$ cat src/rtl/dmem_pkg.sv
// Shared types and constants for the data-memory responder.
package dmem_pkg;

  localparam int WORD_W = 64;
  localparam int BYTE_N = 8;

  typedef enum logic [1:0] {
    IDLE = 2'd0,
    WAIT = 2'd1,
    RESP = 2'd2
  } state_e;

endpackage

$ cat src/rtl/dmem_responder_if.sv
// Core <-> data-memory handshake bundle. The req_strb lane exists only when DMEM_STRB_EN is defined.
interface dmem_responder_if;
  import dmem_pkg::*;

  logic              req_valid;
  logic              req_ready;
  logic              req_write;
  logic [WORD_W-1:0] req_addr;
  logic [WORD_W-1:0] req_wdata;
`ifdef DMEM_STRB_EN
  logic [BYTE_N-1:0] req_strb;
`endif
  logic              rsp_valid;
  logic              rsp_ready;
  logic [WORD_W-1:0] rsp_rdata;
  logic              rsp_err;

  modport master (
    output req_valid, req_write, req_addr, req_wdata,
`ifdef DMEM_STRB_EN
    output req_strb,
`endif
    output rsp_ready,
    input  req_ready, rsp_valid, rsp_rdata, rsp_err
  );

  modport slave (
    input  req_valid, req_write, req_addr, req_wdata,
`ifdef DMEM_STRB_EN
    input  req_strb,
`endif
    input  rsp_ready,
    output req_ready, rsp_valid, rsp_rdata, rsp_err
  );

endinterface

$ cat src/rtl/dmem_array.sv
// Doubleword storage: synchronous byte-enabled write, read data captured into a register on access.
module dmem_array
  import dmem_pkg::*;
#(
  parameter  int DEPTH_WORDS = 64,
  localparam int AW          = $clog2(DEPTH_WORDS)
) (
  input  logic              clk,
  input  logic              reset,
  input  logic              i_cap,
  input  logic              i_we,
  input  logic              i_re,
  input  logic [BYTE_N-1:0] i_be,
  input  logic [AW-1:0]     i_idx,
  input  logic [WORD_W-1:0] i_wdata,
  output logic [WORD_W-1:0] o_rdata
);

  logic [WORD_W-1:0] r_mem [DEPTH_WORDS];
  logic [WORD_W-1:0] r_rdata;

  // NOTE: the array has no reset; clearing every word would need a per-word reset path and contents are undefined after power-up anyway.
  always_ff @(posedge clk) begin
    if (i_we) begin
      for (int b = 0; b < BYTE_N; b++) begin
        if (i_be[b]) r_mem[i_idx][8*b +: 8] <= i_wdata[8*b +: 8];
      end
    end
  end

  // Stores and rejected addresses capture zero so the response reads back 0.
  always_ff @(posedge clk or negedge reset) begin
    if (!reset)     r_rdata <= '0;
    else if (i_cap) r_rdata <= i_re ? r_mem[i_idx] : '0;
  end

  assign o_rdata = r_rdata;

endmodule

$ cat src/rtl/dmem_responder.sv
// Multi-cycle load/store responder with WAIT_STATES wait cycles before each access.
// Optional byte strobes are enabled with the DMEM_STRB_EN macro.
module dmem_responder
  import dmem_pkg::*;
#(
  parameter int DEPTH_WORDS = 64,
  parameter int WAIT_STATES = 2
) (
  input  logic             clk,
  input  logic             reset,
  dmem_responder_if.slave  bus
);

  localparam int AW = $clog2(DEPTH_WORDS);
  localparam logic [3:0] CNT_INIT = (WAIT_STATES == 0) ? 4'd0 : 4'(WAIT_STATES - 1);

  state_e            r_state, w_next;
  logic [3:0]        r_cnt;
  logic              r_write;
  logic [63:3]       r_addr;
  logic [WORD_W-1:0] r_wdata;
  logic              r_err;

  logic              w_accept, w_access;
  logic              w_acc_write, w_acc_err;
  logic [63:3]       w_acc_addr;
  logic [WORD_W-1:0] w_acc_wdata;
  logic [BYTE_N-1:0] w_acc_strb;
  logic [WORD_W-1:0] w_rdata;

  assign w_accept = (r_state == IDLE) && bus.req_valid;
  assign w_access = (r_state == IDLE) ? (w_accept && (WAIT_STATES == 0))
                                      : ((r_state == WAIT) && (r_cnt == 4'd0));

  // With zero wait states the access happens on the accepting edge, so take the live bus values.
  assign w_acc_write = (r_state == IDLE) ? bus.req_write      : r_write;
  assign w_acc_addr  = (r_state == IDLE) ? bus.req_addr[63:3] : r_addr;
  assign w_acc_wdata = (r_state == IDLE) ? bus.req_wdata      : r_wdata;
  assign w_acc_err   = |w_acc_addr[63:3+AW];

`ifdef DMEM_STRB_EN
  logic [BYTE_N-1:0] r_strb;
  assign w_acc_strb = (r_state == IDLE) ? bus.req_strb : r_strb;

  always_ff @(posedge clk or negedge reset) begin
    if (!reset)        r_strb <= '0;
    else if (w_accept) r_strb <= bus.req_strb;
  end
`else
  assign w_acc_strb = '1;
`endif

  // NOTE: every clocked process uses <= so all registers update together from pre-edge values.
  always_ff @(posedge clk or negedge reset) begin
    if (!reset) r_state <= IDLE;
    else        r_state <= w_next;
  end

  always_ff @(posedge clk or negedge reset) begin
    if (!reset) begin
      r_write <= 1'b0;
      r_addr  <= '0;
      r_wdata <= '0;
    end else if (w_accept) begin
      r_write <= bus.req_write;
      r_addr  <= bus.req_addr[63:3];
      r_wdata <= bus.req_wdata;
    end
  end

  always_ff @(posedge clk or negedge reset) begin
    if (!reset) begin
      r_cnt <= 4'd0;
    end else if (w_accept && (WAIT_STATES != 0)) begin
      r_cnt <= CNT_INIT;
    end else if ((r_state == WAIT) && (r_cnt != 4'd0)) begin
      r_cnt <= r_cnt - 4'd1;
    end
  end

  always_ff @(posedge clk or negedge reset) begin
    if (!reset)        r_err <= 1'b0;
    else if (w_access) r_err <= w_acc_err;
  end

  // NOTE: defaults come first so every path assigns every output and no latch is inferred.
  always_comb begin
    w_next        = r_state;
    bus.req_ready = 1'b0;
    bus.rsp_valid = 1'b0;
    unique case (r_state)
      IDLE: begin
        bus.req_ready = 1'b1;
        if (bus.req_valid) w_next = (WAIT_STATES == 0) ? RESP : WAIT;
      end
      WAIT: begin
        if (r_cnt == 4'd0) w_next = RESP;
      end
      RESP: begin
        bus.rsp_valid = 1'b1;
        if (bus.rsp_ready) w_next = IDLE;
      end
      default: w_next = IDLE;
    endcase
  end

  dmem_array #(.DEPTH_WORDS(DEPTH_WORDS)) u_array (
    .clk     (clk),
    .reset   (reset),
    .i_cap   (w_access),
    .i_we    (w_access && w_acc_write && !w_acc_err),
    .i_re    (w_access && !w_acc_write && !w_acc_err),
    .i_be    (w_acc_strb),
    .i_idx   (w_acc_addr[3 +: AW]),
    .i_wdata (w_acc_wdata),
    .o_rdata (w_rdata)
  );

  assign bus.rsp_rdata = w_rdata;
  assign bus.rsp_err   = r_err;

endmodule
$ cat src/flat_wrapper.sv
// flat-port wrapper written by rule: the top's interface ports become plain ports
module dmem_responder_flat import dmem_pkg::*;
#(
  parameter int DEPTH_WORDS = 64,
  parameter int WAIT_STATES = 2
)
  (clk, reset, bus_req_valid, bus_req_write, bus_req_addr, bus_req_wdata, bus_rsp_ready, bus_req_ready, bus_rsp_valid, bus_rsp_rdata, bus_rsp_err);
  dmem_responder_if bus_i ();
  input  logic clk;
  input  logic reset;
  input wire logic [$bits(bus_i.req_valid)-1:0] bus_req_valid;
  input wire logic [$bits(bus_i.req_write)-1:0] bus_req_write;
  input wire logic [$bits(bus_i.req_addr)-1:0] bus_req_addr;
  input wire logic [$bits(bus_i.req_wdata)-1:0] bus_req_wdata;
  input wire logic [$bits(bus_i.rsp_ready)-1:0] bus_rsp_ready;
  output wire logic [$bits(bus_i.req_ready)-1:0] bus_req_ready;
  output wire logic [$bits(bus_i.rsp_valid)-1:0] bus_rsp_valid;
  output wire logic [$bits(bus_i.rsp_rdata)-1:0] bus_rsp_rdata;
  output wire logic [$bits(bus_i.rsp_err)-1:0] bus_rsp_err;
  assign bus_i.req_valid = bus_req_valid;
  assign bus_i.req_write = bus_req_write;
  assign bus_i.req_addr = bus_req_addr;
  assign bus_i.req_wdata = bus_req_wdata;
  assign bus_i.rsp_ready = bus_rsp_ready;
  assign bus_req_ready = bus_i.req_ready;
  assign bus_rsp_valid = bus_i.rsp_valid;
  assign bus_rsp_rdata = bus_i.rsp_rdata;
  assign bus_rsp_err = bus_i.rsp_err;
  dmem_responder #(.DEPTH_WORDS(DEPTH_WORDS), .WAIT_STATES(WAIT_STATES)) u_core (.clk(clk), .reset(reset), .bus(bus_i));
endmodule
$ cat config.mk
export PLATFORM = sky130hd
export DESIGN_NAME = dmem_responder_flat
export DESIGN_NICKNAME = d
export VERILOG_FILES = /design/src/rtl/dmem_pkg.sv /design/src/rtl/dmem_responder_if.sv /design/src/rtl/dmem_array.sv /design/src/rtl/dmem_responder.sv /design/src/flat_wrapper.sv
export SDC_FILE = /design/constraint.sdc
export NUM_CORES = 2
export LEC_CHECK = 0
export BUFFER_PORTS_ARGS = -buffer_cell sky130_fd_sc_hd__buf_2
export CAP_MARGIN = 40
export CORE_MARGIN = 4
export CORE_UTILIZATION = 30
export CTS_BUF_LIST = sky130_fd_sc_hd__clkbuf_8
export DETAILED_ROUTE_END_ITERATION = 10
export PLACE_DENSITY = 0.53
export SKIP_LAST_GASP = 1
export SLEW_MARGIN = 20
export SYNTH_ARGS = -nofsm -noshare
export SYNTH_HDL_FRONTEND = slang
export SYNTH_SLANG_ARGS = --single-unit
export TNS_END_PERCENT = 5
$ cat constraint.sdc
create_clock -name clk -period 5.56 [get_ports clk]
set_input_delay 1.112 -clock clk [delete_from_list [all_inputs] [get_ports clk]]
set_output_delay 1.112 -clock clk [all_outputs]
set_load 0.01 [all_outputs]
## Word level (Yosys, flattened, before mapping)

Memories as Yosys holds them, arrays and structs flattened.
Cells that the tools add are included.
W data, S select, Z words.

- Bits in registers: 197
- Bits in writable memories: 4096
- Logic and storage cells: 44
- Memories kept: 1

Memory list:

| memory | words | width | read ports | clocked after Yosys merged registers in | wr ports | line | RTL |
|---|---|---|---|---|---|---|---|
| u_core.u_array.r_mem | 64 | 64 | 1 | 0 | 1 | dmem_array.sv:19 | `logic [WORD_W-1:0] r_mem [DEPTH_WORDS];` |

- $add $sub $neg: 1
- Eq/ne operators: 5
- Multiplexer cells: 15
- Reduce and logical (&&, ||, !) cells: 15

Operator list:

| operator | count |
|---|---|
| $mux W64 | 2 |
| $mux W61 | 1 |
| $reduce_or A55 Y1 | 1 |
| $mux W4 | 2 |
| $logic_and A1 B1 Y1 | 7 |
| $mux W1 | 6 |
| $mux W2 | 3 |
| $ne A2 B2 Y1 const B | 3 |
| $pmux W2 S3 | 1 |
| $logic_not A4 Y1 | 1 |
| $reduce_bool A4 Y1 | 1 |
| $sub A4 B1 Y4 const B | 1 |
| $reduce_and A3 Y1 | 1 |
| $eq A2 B1 Y1 const B | 1 |
| $eq A2 B2 Y1 const B | 1 |
| $logic_not A1 Y1 | 2 |
| $logic_not A2 Y1 | 1 |
| $reduce_bool A2 Y1 | 1 |

## Longest topological paths before layout

- Depth after elaboration: 7
- Gate-level depth with buffers: 15

## Hierarchy

Synthesis repeated with hierarchy kept, for this count alone.

- Cells, all modules: 10069
- Area, all modules: 165297.3 µm²

By module, submodules not included:

| module | times used | cells each | area an instance (µm²) | seq. area each (µm²) |
|---|---|---|---|---|
| dmem_array | 1 | 9383 | 159063.8 | 124599.5 |
| dmem_responder | 1 | 686 | 6233.5 | 3328.2 |

## Least setup slack after synthesis

Ideal clock, no wire load.

- Kind: input to register
- Start: in bus_req_addr[17]
- End: mem u_core.u_array.r_mem[17][0] (enable)
- Arrival: 5.204 ns
- Path slack: -0.130 ns
- Stages on the path: 7
- Cell sequence: or4_1 nor4_1 o21ai_1 nand2b_1 nand2b_1 clkbuf_1 nor2_1

- Word-level cells in the longest chain between the ends: 6

RTL lines:

| element | line | RTL |
|---|---|---|
| start, declared | flat_wrapper.sv:13 | `input wire logic [$bits(bus_i.req_addr)-1:0] bus_req_addr;` |
| $mux W61 | dmem_responder.sv:37 | `assign w_acc_addr = (r_state == IDLE) ? bus.req_addr[63:3] : r_addr;` |
| $reduce_or A55 Y1 | dmem_responder.sv:39 | `assign w_acc_err = \|w_acc_addr[63:3+AW];` |
| $logic_not A1 Y1 | dmem_responder.sv:111 | `.i_we (w_access && w_acc_write && !w_acc_err),` |
| $logic_and A1 B1 Y1 | dmem_responder.sv:111 |  |
| $mux W1 | dmem_array.sv:24 | `if (i_we) begin` |
| $mux W1 (not written as such) | dmem_array.sv:26 | `if (i_be[b]) r_mem[i_idx][8*b +: 8] <= i_wdata[8*b +: 8];` |
| end, declared | dmem_array.sv:19 |  |

Every way passes these cells.

## Worst setup path in the final report

- Start: reg u_core.r_state[0]
- End: out bus_req_ready

- Word-level cells in the longest chain between the ends: 2

RTL lines:

| element | line | RTL |
|---|---|---|
| start, declared | dmem_responder.sv:17 | `state_e r_state, w_next;` |
| start signal, assigned | dmem_responder.sv:56 | `else r_state <= w_next;` |
| $logic_not A2 Y1 | dmem_responder.sv:91 | `unique case (r_state)` |
| $mux W1 | dmem_responder.sv:91 |  |
| end, declared | flat_wrapper.sv:16 | `output wire logic [$bits(bus_i.req_ready)-1:0] bus_req_ready;` |

Every way passes these cells.

==> impl_metrics.ini <==
[timing]
worstMarginPinSlew_ns = 1.19
rsz0062_at_grt = false
hold_viol_final = 0
fmax_mhz = 222
timing.final.ws_setup_ns = 1.06
finalMaxSlewViolations = 0
maxSlewHeadroom_pct = 20.9
finalSetupViolCount = 0
tns_ns = 0
skew_ns = 0.107
min_period_over_period_pct = 81.0
layout_min_cycle_time_ns = 4.50

[floorplanning]
die_y_um = 739
initial_utilization_pct = 30.1
fp.dieW_um = 739
io-pin-count = 200
core_area_um2 = 532000
die_area_um2 = 546000
row_count = 268

[global_routing]
grt_max_degree = 109
grt_pass1_vias = 99100
grt_overflow_total = 0
gr-usage-all-layers_pct = 21.8
antenna_found_initial = 28
grt_pass1_wl_um = 839000

[critical_path]
worst-r2r-cell-count = 11
r2r-start = u_core.r_state[0]
cp.required_ns = 4.45
cp.arrival_ns = 3.39
crit_fanout = 55
start_kind = flop
path_class = reg -> out
ff2ff_setup_slack_ns = 1.06
endpoint_kind = output pin
r2r_end = u_core.u_array.o_rdata[37]

[synth]
ys_warn_count = 0
synth_top_area_share_pct = 76.8
yosysSeqAreaShare_pct = 79.8
synth_flop_cell = edfxtp_1
async_reset_ff_share_pct = 4.59
yosys-top-cells-area = edfxtp_1, nand2_1, o22ai_1
synth-seq-cells = 4293
syn_area_um2 = 160000
synth_cells = 10400
synth_cell_type_count = 81
synth_edf_count = 4096
syn-mean-instance-area_um2 = 15.5
synth_nets = 10500
yosysTopAreaCell = edfxtp_1

[drt]
first_pass_iters = 6
drc = 0
vias = 104000
wl_met1_um = 240000
drtAntennaViolNets = 0
wl_met2_um = 289000
vias_per_cell = 5.54
wl_um = 621000
top_layer = met5
drtIter0Drc = 15000
met3_length_um = 58700
routedWlPerCell_um = 33.1

[finish]
syn_to_final_growth_pct = 17.2
utilization_pct = 35.3
nets = 11300
final_area_um2 = 188000
n_fill_cell = 50800
drive_above_1_share_pct = 15.1

[power_and_ir_drop]
clockPowerShare_pct = 24.1
ir_drop_v = 0.000401
pwr-share-seq_pct = 41.1
comb_power_share_pct = 34.8
leakagePower_nw = 62.6
p_int_mw = 63.7
power_density_nw_per_um2 = 556
p_sw_share_pct = 38.9
switchingPower_mw = 40.6

[placed_design]
port_buffers = 196
gp_congestion = 0.822
post_dp_cell_area_um2 = 175000
dpl.hpwl_um = 343000
dp_slack_ns = 0.709

[clock_network]
post_cts_buffers = 0
htreeDepth = 6
cts_tree = built
cts.sink_count = 4293
numCtsBuffers = 689
ctsLongestPathBuffers = 4
worstSkewPairLatency_ns = 1.28
cts_resized = 0
clockRootBuffer = clkbuf_8
clk_pin_slew_worst_paths_ns = 0.06
ctsHoldBuffers = 22

[hold_path]
min_path_cells = 3
holdPathEnd = u_core.r_wdata[27]
hp-class = in -> reg
worstHoldStart = bus_req_wdata[27]

[job]
cap_violations = 0

[status]
status = complete, no violations
==> cells by family after synthesis <==
family                     Yosys count  synth area share [%]
buffers and inverters              669                  2.09
adders and majority gates            1               0.00781
and+or+nand+nor                   3268                  8.47
xor gates and xnor gates             2                0.0109
AOI/OAI and AO/OA                 1943                  8.41
DFF                               4293                  79.8
muxes                              185                  1.16
==> cells in the final DEF (no fill, tap or decap), types with 88 or more instances in the layout <==
master	n
a21oi_1	96
a31oi_1	311
a32oi_1	138
buf_12	222
buf_2	196
buf_4	342
clkbuf_8	728
clkinv_1	114
dfrtp_1	197
edfxtp_1	4096
inv_1	318
mux2i_1	174
nand2_1	2078
nand3_1	460
nor2_1	237
nor3_1	177
nor4_1	93
o21ai_0	88
o221ai_1	166
o22a_1	89
o22ai_1	826
==> worst max-delay path, stage by stage, from the launching register on <==
cell and delay [ns]:
dfrtp_1 0.59, or2_4 0.40, clkinv_4 0.29, buf_4 0.61
buf_2 0.25
==> cell type report <==
| cell class | count | area (µm²) | area share [%] |
|---|---|---|---|
| antenna | 10 | 25.0 | 0.0133 |
| clock buffer | 728 | 10000 | 5.34 |
| clock inverter | 513 | 2490 | 1.33 |
| inverter | 9 | 38.8 | 0.0207 |
| multi-input combinational | 5399 | 29900 | 15.9 |
| sequential | 4293 | 128000 | 68.1 |
| tap | 7020 | 8780 | 4.68 |
| timing repair buffer | 796 | 8570 | 4.57 |
==> worst max-delay path by stage <==
stage,start,to,slack (ns),depth (start not counted)
final,u_core.r_state[0],bus_req_ready,1.06,4
after global routing,u_core.r_state[0],bus_req_ready,0.91,4
after CTS,u_core.r_state[0],bus_req_ready,0.95,4
after detailed placement,bus_req_addr[3],u_core.u_array.o_rdata[16],0.71,12
after global placement,bus_req_addr[3],u_core.u_array.o_rdata[16],0.68,12
after floorplan,bus_req_addr[17],u_core.u_array.r_mem[17][0],-0.13,7
==> power by group through the flow <==
stage                     clock [mW]  combinational, mW  sequential (mW)
final                           25.2               36.3             42.8
after global routing            27.0               37.7             42.9
after CTS                       25.4               35.4             42.9
after detailed placement           0               35.3             43.6
after global placement             0               34.6             43.6
after floorplan                    0               17.8             43.6
==> per-layer routing <==
layer	up-vias	global-route usage, %
met5	-	0
met4	14	9.56
met3	1261	3.89
met2	6336	35.4
met1	54200	28.6
li1	42200	-
==> synth_stat cells, types with 166 or more instances <==
cell type	n
nand2_1	2145
edfxtp_1	4096
buf_2	305
nor3_1	177
nor2_1	308
a31oi_1	311
clkbuf_1	176
o22ai_1	826
dfrtp_1	197
nand3_1	460
mux2i_1	176
o221ai_1	166
==> per-stage QoR <==
stage	hold slack, ns	cells	total power [mW]
final	0.0907	18800	104
after global routing	0.0491	18800	108
after CTS	0.000897	18700	104
after detailed placement	0.462	17500	78.9
after global placement	0.454	17500	78.3
after floorplan	0.437	10400	61.5
==> sequential cells by signal (all words and copies together), names as in the netlist <==
register	count
u_core.u_array.r_mem	4096
u_core.u_array.o_rdata	64
u_core.r_addr	61
u_core.bus.rsp_err	1
u_core.r_state	2
u_core.r_cnt	4
u_core.r_write	1
u_core.r_wdata	64
No activity file was read; power rests on OpenSTA's default activity.
